===== config.mk =====
export PLATFORM = sky130hd
export DESIGN_NAME = fetch_unit
export DESIGN_NICKNAME = d
export VERILOG_FILES = /design/src/rtl/fetch_pkg.sv /design/src/rtl/fetch_fifo.sv /design/src/rtl/fetch_unit.sv
export SDC_FILE = /design/constraint.sdc
export NUM_CORES = 1
export LEC_CHECK = 0
export CORE_AREA = 4 4 165 167
export DETAILED_ROUTE_END_ITERATION = 10
export DIE_AREA = 0 0 169 171
export PLACE_DENSITY = 0.6
export SYNTH_ARGS = -nofsm -noshare
export SYNTH_HDL_FRONTEND = slang
export SYNTH_SLANG_ARGS = --single-unit

===== constraint.sdc =====
create_clock -name clock -period 3.6 [get_ports clock]
set_input_delay 0.72 -clock clock [delete_from_list [all_inputs] [get_ports clock]]
set_output_delay 0.72 -clock clock [all_outputs]
set_load 0.01 [all_outputs]

===== src/rtl/fetch_pkg.sv =====
// Shared fetch-unit types and constants: FSM state enum, redirect modes, default bubble word.
package fetch_pkg;

  // Fetch control states; RUN and STEP may request, HALT only drains returns.
  typedef enum logic [1:0] {
    FS_RUN  = 2'd0,
    FS_HALT = 2'd1,
    FS_STEP = 2'd2
  } fetch_state_e;

  // redir_mode encodings.
  localparam logic REDIR_REL = 1'b0;
  localparam logic REDIR_ABS = 1'b1;

  // Bubble encoding presented on out_window when no window is available.
  localparam int unsigned DEFAULT_NOP_WORD = 1;

  // Width of the debug step counter.
  localparam int unsigned STEP_CNT_W = 6;

endpackage


===== src/rtl/fetch_fifo.sv =====
// Prefetch buffer: circular buffer of {PC, word} with a two-entry read window.
// Push and pop may happen together even when full; clr empties it at once.
module fetch_fifo
  import fetch_pkg::*;
#(
  parameter int unsigned PC_W  = 16,
  parameter int unsigned IW    = 16,
  parameter int unsigned DEPTH = 4
) (
  input  logic                           clk,
  input  logic                           rst_n,
  input  logic                           clr,
  input  logic                           push,
  input  logic [PC_W-1:0]                push_pc,
  input  logic [IW-1:0]                  push_word,
  input  logic                           pop,
  output logic [PC_W-1:0]                head_pc,
  output logic [IW-1:0]                  head_word,
  output logic [IW-1:0]                  next_word,
  output logic                           full,
  output logic                           empty,
  output logic [$clog2(DEPTH+1)-1:0]     count
);

  localparam int unsigned AW = $clog2(DEPTH);
  localparam int unsigned CW = $clog2(DEPTH + 1);

  logic [AW-1:0]   wr_ptr_q, wr_ptr_d;
  logic [AW-1:0]   rd_ptr_q, rd_ptr_d;
  logic [AW-1:0]   nxt_ptr;
  logic [CW-1:0]   count_q, count_d;
  logic            do_push;
  logic            do_pop;
  logic [PC_W-1:0] pc_mem   [DEPTH];
  logic [IW-1:0]   word_mem [DEPTH];

  // Status, read window and pointer/count updates.
  always_comb begin
    full      = (count_q == CW'(DEPTH));
    empty     = (count_q == '0);
    count     = count_q;
    do_pop    = pop && !empty;
    do_push   = push && (!full || do_pop);
    nxt_ptr   = rd_ptr_q + AW'(1);
    head_pc   = pc_mem[rd_ptr_q];
    head_word = word_mem[rd_ptr_q];
    next_word = word_mem[nxt_ptr];
    wr_ptr_d  = wr_ptr_q;
    rd_ptr_d  = rd_ptr_q;
    count_d   = count_q + CW'(do_push) - CW'(do_pop);
    if (do_push) wr_ptr_d = wr_ptr_q + AW'(1);
    if (do_pop)  rd_ptr_d = rd_ptr_q + AW'(1);
    if (clr) begin
      wr_ptr_d = '0;
      rd_ptr_d = '0;
      count_d  = '0;
    end
  end

  // Pointer and occupancy registers.
  always_ff @(posedge clk) begin
    if (!rst_n) begin
      wr_ptr_q <= '0;
      rd_ptr_q <= '0;
      count_q  <= '0;
    end else begin
      wr_ptr_q <= wr_ptr_d;
      rd_ptr_q <= rd_ptr_d;
      count_q  <= count_d;
    end
  end

  // Entry storage; contents are only meaningful below the count, so no reset.
  always_ff @(posedge clk) begin
    if (do_push) begin
      pc_mem[wr_ptr_q]   <= push_pc;
      word_mem[wr_ptr_q] <= push_word;
    end
  end

endmodule


===== src/rtl/fetch_unit.sv =====
// Instruction fetch unit: issues sequential fetches, byte-reverses returned
// words into a prefetch buffer and presents overlapping two-word windows.
// Supports relative/absolute redirect, flush/replay and debug halt.
// Build option: define FETCH_DEBUG_STEP_EN to enable the counted STEP state.
module fetch_unit
  import fetch_pkg::*;
#(
  parameter int unsigned     PC_W     = 16,
  parameter int unsigned     IW       = 16,
  parameter int unsigned     DEPTH    = 4,
  parameter logic [PC_W-1:0] RESET_PC = '0,
  parameter logic [IW-1:0]   NOP_WORD = IW'(DEFAULT_NOP_WORD)
) (
  input  logic                  clock,
  input  logic                  reset,
  output logic                  imem_req,
  output logic [PC_W-1:0]       imem_addr,
  input  logic [IW-1:0]         imem_data,
  input  logic                  redir_valid,
  input  logic                  redir_mode,
  input  logic [PC_W-1:0]       redir_base,
  input  logic [PC_W-1:0]       redir_off,
  input  logic [PC_W-1:0]       redir_target,
  input  logic                  flush,
  output logic                  out_valid,
  input  logic                  out_ready,
  output logic [2*IW-1:0]       out_window,
  output logic [PC_W-1:0]       out_pc,
  input  logic                  dbg_stop,
  input  logic                  dbg_continue,
  input  logic                  dbg_step_en,
  input  logic [5:0]            dbg_step_count,
  output logic                  halted
);

  localparam int unsigned CW     = $clog2(DEPTH + 1);
  localparam int unsigned OW     = CW + 1;
  localparam int unsigned NBYTES = IW / 8;

  localparam logic [1:0] ST_RUN  = 2'(FS_RUN);
  localparam logic [1:0] ST_HALT = 2'(FS_HALT);
  localparam logic [1:0] ST_STEP = 2'(FS_STEP);

  logic [1:0]      state_q, state_d;
  logic [PC_W-1:0] pc_q, pc_d;
  logic [PC_W-1:0] head_pc_q, head_pc_d;
  logic            epoch_q, epoch_d;
  logic            infl_q, infl_d;
  logic            infl_epoch_q, infl_epoch_d;

  logic [PC_W-1:0] f_head_pc;
  logic [IW-1:0]   f_head_word;
  logic [IW-1:0]   f_next_word;
  logic            f_full;
  logic            f_empty;
  logic [CW-1:0]   f_count;

  logic [OW-1:0]   occ_c;
  logic [IW-1:0]   word_rev;
  logic [PC_W-1:0] redir_tgt;
  logic            hs;
  logic            discard;
  logic            ret_ok;
  logic            push;

`ifdef FETCH_DEBUG_STEP_EN
  logic [STEP_CNT_W-1:0] step_cnt_q, step_cnt_d;
`else
  logic unused_step;
  assign unused_step = ^{dbg_step_en, dbg_step_count};
`endif

  // Outputs decoded from state; a request is only made when its return is guaranteed room.
  always_comb begin
    occ_c      = OW'(f_count) + OW'(infl_q);
    imem_req   = ((state_q == ST_RUN) || (state_q == ST_STEP)) && (occ_c < OW'(DEPTH));
    imem_addr  = pc_q;
    halted     = (state_q == ST_HALT);
    out_valid  = (state_q != ST_HALT) && (f_count >= CW'(2));
    out_pc     = f_empty ? head_pc_q : f_head_pc;
    out_window = {NOP_WORD, NOP_WORD};
    if (out_valid) out_window = {f_head_word, f_next_word};
  end

  // Memory returns words with reversed byte order.
  always_comb begin
    word_rev = '0;
    for (int unsigned b = 0; b < NBYTES; b++) begin
      word_rev[b*8 +: 8] = imem_data[(NBYTES-1-b)*8 +: 8];
    end
  end

  // Redirect target selection.
  always_comb begin
    redir_tgt = redir_target;
    case (redir_mode)
      REDIR_REL: redir_tgt = redir_base + redir_off;
      REDIR_ABS: redir_tgt = redir_target;
      default:   redir_tgt = redir_target;
    endcase
  end

  // Handshake, discard and push qualification; stale-epoch returns are dropped.
  always_comb begin
    hs      = out_valid && out_ready;
    discard = redir_valid || flush;
    ret_ok  = infl_q && (infl_epoch_q == epoch_q);
    push    = ret_ok && !discard && (!f_full || hs);
  end

  // PC, head PC, epoch and in-flight tracking; a handshake is applied before any discard.
  always_comb begin
    pc_d         = pc_q;
    head_pc_d    = head_pc_q;
    epoch_d      = epoch_q;
    infl_d       = imem_req;
    infl_epoch_d = epoch_q;
    if (imem_req) pc_d = pc_q + PC_W'(1);
    if (hs)       head_pc_d = head_pc_q + PC_W'(1);
    if (redir_valid) begin
      pc_d      = redir_tgt;
      head_pc_d = redir_tgt;
    end else if (flush) begin
      pc_d = head_pc_d;
    end
    if (discard) epoch_d = ~epoch_q;
  end

  // Debug FSM next state; priority stop > continue > step.
  always_comb begin
    state_d = state_q;
`ifdef FETCH_DEBUG_STEP_EN
    step_cnt_d = step_cnt_q;
`endif
    case (state_q)
      ST_RUN: begin
        if (dbg_stop) state_d = ST_HALT;
      end
      ST_HALT: begin
        if (!dbg_stop) begin
          if (dbg_continue) begin
            state_d = ST_RUN;
          end
`ifdef FETCH_DEBUG_STEP_EN
          else if (dbg_step_en && (dbg_step_count != '0)) begin
            state_d    = ST_STEP;
            step_cnt_d = dbg_step_count;
          end
`endif
        end
      end
      ST_STEP: begin
`ifdef FETCH_DEBUG_STEP_EN
        if (dbg_stop) begin
          state_d = ST_HALT;
        end else if (hs) begin
          step_cnt_d = step_cnt_q - STEP_CNT_W'(1);
          if (step_cnt_q == STEP_CNT_W'(1)) state_d = ST_HALT;
        end
`else
        state_d = ST_HALT;
`endif
      end
      default: state_d = ST_HALT;
    endcase
  end

  // Control registers with synchronous active-low reset.
  always_ff @(posedge clock) begin
    if (!reset) begin
      state_q      <= ST_HALT;
      pc_q         <= RESET_PC;
      head_pc_q    <= RESET_PC;
      epoch_q      <= 1'b0;
      infl_q       <= 1'b0;
      infl_epoch_q <= 1'b0;
    end else begin
      state_q      <= state_d;
      pc_q         <= pc_d;
      head_pc_q    <= head_pc_d;
      epoch_q      <= epoch_d;
      infl_q       <= infl_d;
      infl_epoch_q <= infl_epoch_d;
    end
  end

`ifdef FETCH_DEBUG_STEP_EN
  // Remaining handshakes permitted in STEP.
  always_ff @(posedge clock) begin
    if (!reset) step_cnt_q <= '0;
    else        step_cnt_q <= step_cnt_d;
  end
`endif

  fetch_fifo #(
    .PC_W  (PC_W),
    .IW    (IW),
    .DEPTH (DEPTH)
  ) u_fifo (
    .clk       (clock),
    .rst_n     (reset),
    .clr       (discard),
    .push      (push),
    .push_pc   (head_pc_q + PC_W'(f_count)),
    .push_word (word_rev),
    .pop       (hs),
    .head_pc   (f_head_pc),
    .head_word (f_head_word),
    .next_word (f_next_word),
    .full      (f_full),
    .empty     (f_empty),
    .count     (f_count)
  );

endmodule

### Word level (Yosys, flattened, before mapping)

Memories as Yosys holds them, arrays and structs flattened. A register that Yosys moved wholly into a read port is not among the register bits.
Index checks and enable logic that the tools add are counted.

| operators by class | value |
|---|---|
| $add $sub $neg | 9 |
| magnitude comparators | 2 |
| equal/unequal tests | 8 |
| muxes and demuxes | 18 |
| bitwise operators | 3 |
| reduce and logical (&&, ||, !) cells | 20 |

Operators with widths:

| kind | number |
|---|---|
| $mux 16 | 6 |
| $add 16x1->16 const B | 2 |
| $mux 32 | 1 |
| $pmux 16 s2 | 1 |
| $add 16x16->16 | 1 |
| $add 16x3->16 | 1 |
| $mux 2 | 7 |
| $logic_and 1x1->1 | 8 |
| $ne 2x2->1 const B | 3 |
| $add 2x1->2 const B | 2 |
| $add 3x1->4 | 1 |
| $logic_or 1x1->1 | 4 |
| $lt 4x3->1 const B | 1 |
| $pmux 2 s2 | 1 |
| $add 3x1->3 | 1 |
| $eq 3x3->1 const B | 1 |
| $ge 3x2->1 const B | 1 |
| $logic_not 1->1 | 3 |
| $logic_not 3->1 | 1 |
| $not 1->1 | 3 |
| $reduce_and 3->1 | 1 |
| $reduce_bool 3->1 | 1 |
| $sub 3x1->3 | 1 |
| $eq 2x1->1 const B | 1 |
| other kinds (6) | 7 |

| storage, ports and cells | value |
|---|---|
| bits in registers | 44 |
| RAM bits | 128 |
| bits of input ports | 79 |
| output and inout bits | 67 |
| word-level logic and storage cells | 71 |
| memories | 2 |

Memories:

| memory | depth | width | read ports | clocked after memory_dff | wr ports | RTL line | RTL |
|---|---|---|---|---|---|---|---|
| u_fifo.pc_mem | 4 | 16 | 1 | 1 | 1 | fetch_fifo.sv:34 | `logic [PC_W-1:0] pc_mem [DEPTH];` |
| u_fifo.word_mem | 4 | 16 | 2 | 1 | 1 | fetch_fifo.sv:35 | `logic [IW-1:0] word_mem [DEPTH];` |

### Depth between registers and ports, before layout

| depth | value |
|---|---|
| word-level depth | 8 |
| depth in mapped cells | 12 |
| mapped depth without buffers | 12 |

### Hierarchy

A second synthesis with hierarchy kept.

| second synthesis, totals | value |
|---|---|
| cells, all modules | 697 |
| area, all modules | 9073.7 um^2 |

Modules (own cells, without submodules):

| module | times used | cells an instance | area an instance (um^2) | seq. area each (um^2) |
|---|---|---|---|---|
| fetch_fifo | 1 | 238 | 5461.5 | 4023.9 |
| fetch_unit | 1 | 459 | 3612.2 | 720.7 |

### Worst setup path before layout

OpenSTA, ideal clock, no wires.

| path | value |
|---|---|
| path kind | input to register |
| start | input flush |
| end | memory u_fifo.pc_mem[1][0], enable pin |
| arrival time | 2.557 ns |
| slack | 0.651 ns |
| stages | 6 |
| path buffers | 2 |
| path through | clkbuf_1 -> nor2_1 -> clkbuf_1 -> nand3_1 -> a41oi_2 -> and2_1 |

| on the way | value |
|---|---|
| cells in the longest elaborated chain, start to end | 7 |

RTL lines:

| element | RTL line | RTL |
|---|---|---|
| from (decl) | fetch_unit.sv:24 | `input logic flush,` |
| $logic_or 1x1->1 | fetch_unit.sv:106 | `discard = redir_valid \|\| flush;` |
| $logic_not 1->1 | fetch_unit.sv:108 | `push = ret_ok && !discard && (!f_full \|\| hs);` |
| $logic_and 1x1->1 (2 in series) | fetch_unit.sv:108 |  |
| $logic_and 1x1->1 | fetch_fifo.sv:43 | `do_push = push && (!full \|\| do_pop);` |
| named net u_fifo.do_push | fetch_fifo.sv:32 | `logic do_push;` |
| $mux 1 | fetch_fifo.sv:75 | `if (do_push) begin` |
| $mux 1 (not written as such) | fetch_fifo.sv:76 | `pc_mem[wr_ptr_q] <= push_pc;` |
| to (decl) | fetch_fifo.sv:34 |  |

The timed path passes the listed nets, and every way through them passes these cells.

### Final worst setup path

| path | value |
|---|---|
| start | register u_fifo.count_q[2] (netlist: u_fifo.count[2]) |
| end | output out_window[15] |

| on the way | value |
|---|---|
| cells in the longest elaborated chain, start to end | 3 |

RTL lines:

| element | RTL line | RTL |
|---|---|---|
| from (decl) | fetch_fifo.sv:31 | `logic [CW-1:0] count_q, count_d;` |
| from (signal assigned) | fetch_fifo.sv:69 | `count_q <= count_d;` |
| $ge 3x2->1 | fetch_unit.sv:79 | `out_valid = (state_q != ST_HALT) && (f_count >= CW'(2));` |
| $logic_and 1x1->1 | fetch_unit.sv:79 |  |
| $mux 32 | fetch_unit.sv:82 | `if (out_valid) out_window = {f_head_word, f_next_word};` |
| to (decl) | fetch_unit.sv:27 | `output logic [2*IW-1:0] out_window,` |

Every way passes these cells.

==> results.sh <==
export IMPL_final_antenna_net_count=0
export IMPL_grt_max_degree=34
export IMPL_reg2reg_depth=12
export IMPL_ys_flop_type="edfxtp_1"
export IMPL_grt_pass1_vias=6046
export IMPL_critPathCaptureType="output pin"
export IMPL_cpMaxStageDelayCell="clkdlybuf4s50_1"
export IMPL_cts_resized_gates=0
export IMPL_use_met2=0.243
export IMPL_seqPwrFrac=0.495
export IMPL_routed_wl_um=21100
export IMPL_power_density_nw_per_um2=401
export IMPL_reg2reg_from="u_fifo.count[2]$_SDFF_PP0_"
export IMPL_diodes=0
export IMPL_grt_pass1_wl_um=33400
export IMPL_path_max_fanout=33
export IMPL_setup_viol=0
export IMPL_cts_root_buf="clkbuf_16"
export IMPL_ir_worst_vdd_v=0.000291
export IMPL_leakagePower_nw=3.91
export IMPL_cpPeakStageDelay_ns=0.54
export IMPL_switchingPower_w=0.00112
export IMPL_rows=59
export IMPL_cp_top_family="buffers and inverters"
export IMPL_wl_per_cell_um=18.0
export IMPL_holdCritStartpoint="epoch_q$_SDFFE_PN0P_"
export IMPL_clkLatencyLatePin_ns=0.43
export IMPL_tightest_slew_ns=0.760
export IMPL_syn_num_nets=792
export IMPL_cts_hold_buffers_added=0
export IMPL_drc=0
export IMPL_htree_num_levels=4
export IMPL_post_synth_top_count_cell="edfxtp_1"
export IMPL_cap_violations=0
export IMPL_synthCells=682
export IMPL_swShare=0.246
export IMPL_intPower_w=0.00342
export IMPL_synth_edf_count=128
export IMPL_cp_cell_sequence="inv_1 -> ha_1 -> nor2_2 -> buf_4 -> and2_1 -> clkdlybuf4s50_1"
export IMPL_fin_setup_tns_ns=0
export IMPL_synth_distinct_cells=55
export IMPL_synth_top_area_frac=0.432
export IMPL_critPathLaunchType="register"
export IMPL_synthTopCellsByArea="edfxtp_1 43%, mux4_2 12%, dfxtp_1 10%"
export IMPL_clockBufferDepth=2
export IMPL_core_area_um2=25800
export IMPL_finalHoldViolations=0
export IMPL_ioPinCount=146
export IMPL_num_vias=5921
export IMPL_grt_overflow=0
export IMPL_fmax_mhz=318
export IMPL_r2r_end="u_fifo.count[2]$_SDFF_PP0_"
export IMPL_dp_cells=1143
export IMPL_cts_buffers=17
export IMPL_final_cell_count_no_fill=1175
export IMPL_p_clk_frac=0.396
export IMPL_yosys_top_cells_count="128 x edfxtp_1, 48 x mux4_2, 45 x dfxtp_1, 43 x nor2_1, 38 x and2_1"
export IMPL_yosysWarningCount=0
export IMPL_drive_gt1_frac=0.154
export IMPL_outcome="finished, final reports clean"
export IMPL_antenna_found_initial=0
export IMPL_grtUsageTotal=0.148
export IMPL_grt_busiest_layer="met2"
export IMPL_yosysTopAreaCell="edfxtp_1"
export IMPL_post_cts_buffers=0
export IMPL_crit_required_ns=2.88
export IMPL_hold_path_class="register to register"
export IMPL_fillCellCount=2375
export IMPL_io_buffers=138
export IMPL_start_util=0.345
export IMPL_grt_setup_unrepaired="no"
export IMPL_use_met1=0.203
export IMPL_dp_hpwl_um=15200
export IMPL_met3_usage=0.0298
export IMPL_synth_async_reset_ratio=0
export IMPL_finalCritPeriodShare=0.873
export IMPL_die_h_um=171
export IMPL_clkTransAtPathRegs_ns=0.07
export IMPL_first_iter_violations=426
export IMPL_cp_buffers_inverters=3
export IMPL_syn2layout_area_growth_pct=27.2
export IMPL_die_area_um2=28900
export IMPL_regToRegSetupSlack_ns=1.00
export IMPL_gp_congestion=0.826
export IMPL_layout_min_cycle_time_ns=3.14
export IMPL_holdPathEnd="infl_epoch_q$_SDFF_PN0_"
export IMPL_report_final_slew_viol_count=0
export IMPL_combPwrFrac=0.110
export IMPL_cts_tree="yes"
export IMPL_synth_area_per_cell_um2=13.1
export IMPL_clock_skew_ns=0.0124
export IMPL_slew_headroom=0.490
export IMPL_ys_ff_latch=173
export IMPL_worstPathArrival_ns=2.42
export IMPL_syn_cell_area_um2=8900
export IMPL_worstHoldPathCells=1
export IMPL_firstDrtPassIters=4
export IMPL_fp_dieW_um=169
export IMPL_synth_seq_area_share=0.533
export IMPL_clkSinkCount=173
export IMPL_final_net_count=937
export IMPL_critPathKind="register to output pin"
export IMPL_detail_route_vias_per_cell=5.04
registers in the layout, summed over array words and instances, names as in the netlist, named ones only:
signal           flops
epoch_q              1
head_pc_q           16
imem_addr           16
infl_epoch_q         1
infl_q               1
state_q              1
u_fifo.count         3
u_fifo.pc_mem       64
u_fifo.rd_ptr_q      2
u_fifo.word_mem     64
u_fifo.wr_ptr_q      2
power by group through the flow:
stage,Clock [W],Combinational (W),Sequential (W)
global placement,0,0.000497,0.00229
global route,0.00192,0.000549,0.00225
detailed placement,0,0.000498,0.00229
CTS,0.00184,0.000502,0.00224
floorplan,0,0.000263,0.00227
finish,0.00179,0.000498,0.00224
final cells by class:
cell class / count / area, µm² / share of cell area
clock buffer: 17 / 425 / 0.0376
clock inverter: 15 / 151 / 0.0134
inverter: 17 / 63.8 / 0.00564
multi-input combinational: 459 / 3960 / 0.350
sequential: 173 / 4750 / 0.419
tap: 335 / 419 / 0.0370
timing repair buffer: 159 / 1550 / 0.137
metrics by stage:
stage	worst slack [ns]	cell area [µm²]	total power, W	hold WS [ns]	util
floorplan	0.651	8900	0.00253	0.492	-
global placement	0.129	10700	0.00278	0.510	0.417
detailed placement	0.103	10700	0.00278	0.514	0.417
CTS	0.402	11300	0.00458	0.526	0.439
global route	0.294	11300	0.00471	0.550	0.439
finish	0.459	11300	0.00454	0.532	0.439
worst register-to-register path, stage by stage, from the launching register on:
cell	delay, ns
dfxtp_1	0.50
inv_1	0.11
ha_1	0.24
nor2_2	0.11
nand2_1	0.08
nor2_1	0.33
ha_1	0.30
inv_1	0.05
ha_1	0.13
inv_1	0.05
fa_1	0.37
xnor2_1	0.16
nor2_1	0.05
layout by cell type, fill, tap and decap left out, types with 28 or more instances in the layout:
master and n:
clkdlybuf4s50_1 138, o21ai_0 28, edfxtp_1 128, dfxtp_1 44
and2_1 38, nor2_1 42, mux4_2 48, ha_1 28
nand2_1 37, a21oi_1 28, xor2_1 30
layer usage:
layer,wire [µm],up-vias
li1,-,2891
met1,9850,2828
met2,9970,185
met3,1050,17
met4,254,0
met5,0,-
kinds of logic after synthesis:
kind of cell	count (synthesis)	synth area share
buffers and inverters	50	0.0225
and+or+nand+nor	184	0.107
DFF	173	0.533
AOI/OAI and AO/OA	118	0.0876
adders and majority gates	31	0.0461
xor gates and xnor gates	56	0.0551
muxes	70	0.149
worst max-delay path by stage:
stage,from,end,slack (ns),cells past startpoint
finish,u_fifo.count[2]$_SDFF_PP0_,out_window[15],0.46,6
global route,u_fifo.count[2]$_SDFF_PP0_,out_window[31],0.29,6
CTS,u_fifo.count[2]$_SDFF_PP0_,out_window[15],0.40,6
detailed placement,redir_base[0],imem_addr[14]$_SDFFE_PN0P_,0.10,10
global placement,redir_base[0],imem_addr[14]$_SDFFE_PN0P_,0.13,10
floorplan,flush,u_fifo.pc_mem[1][0]$_DFFE_PP_,0.65,6
(Power assumes the default switching activity.)
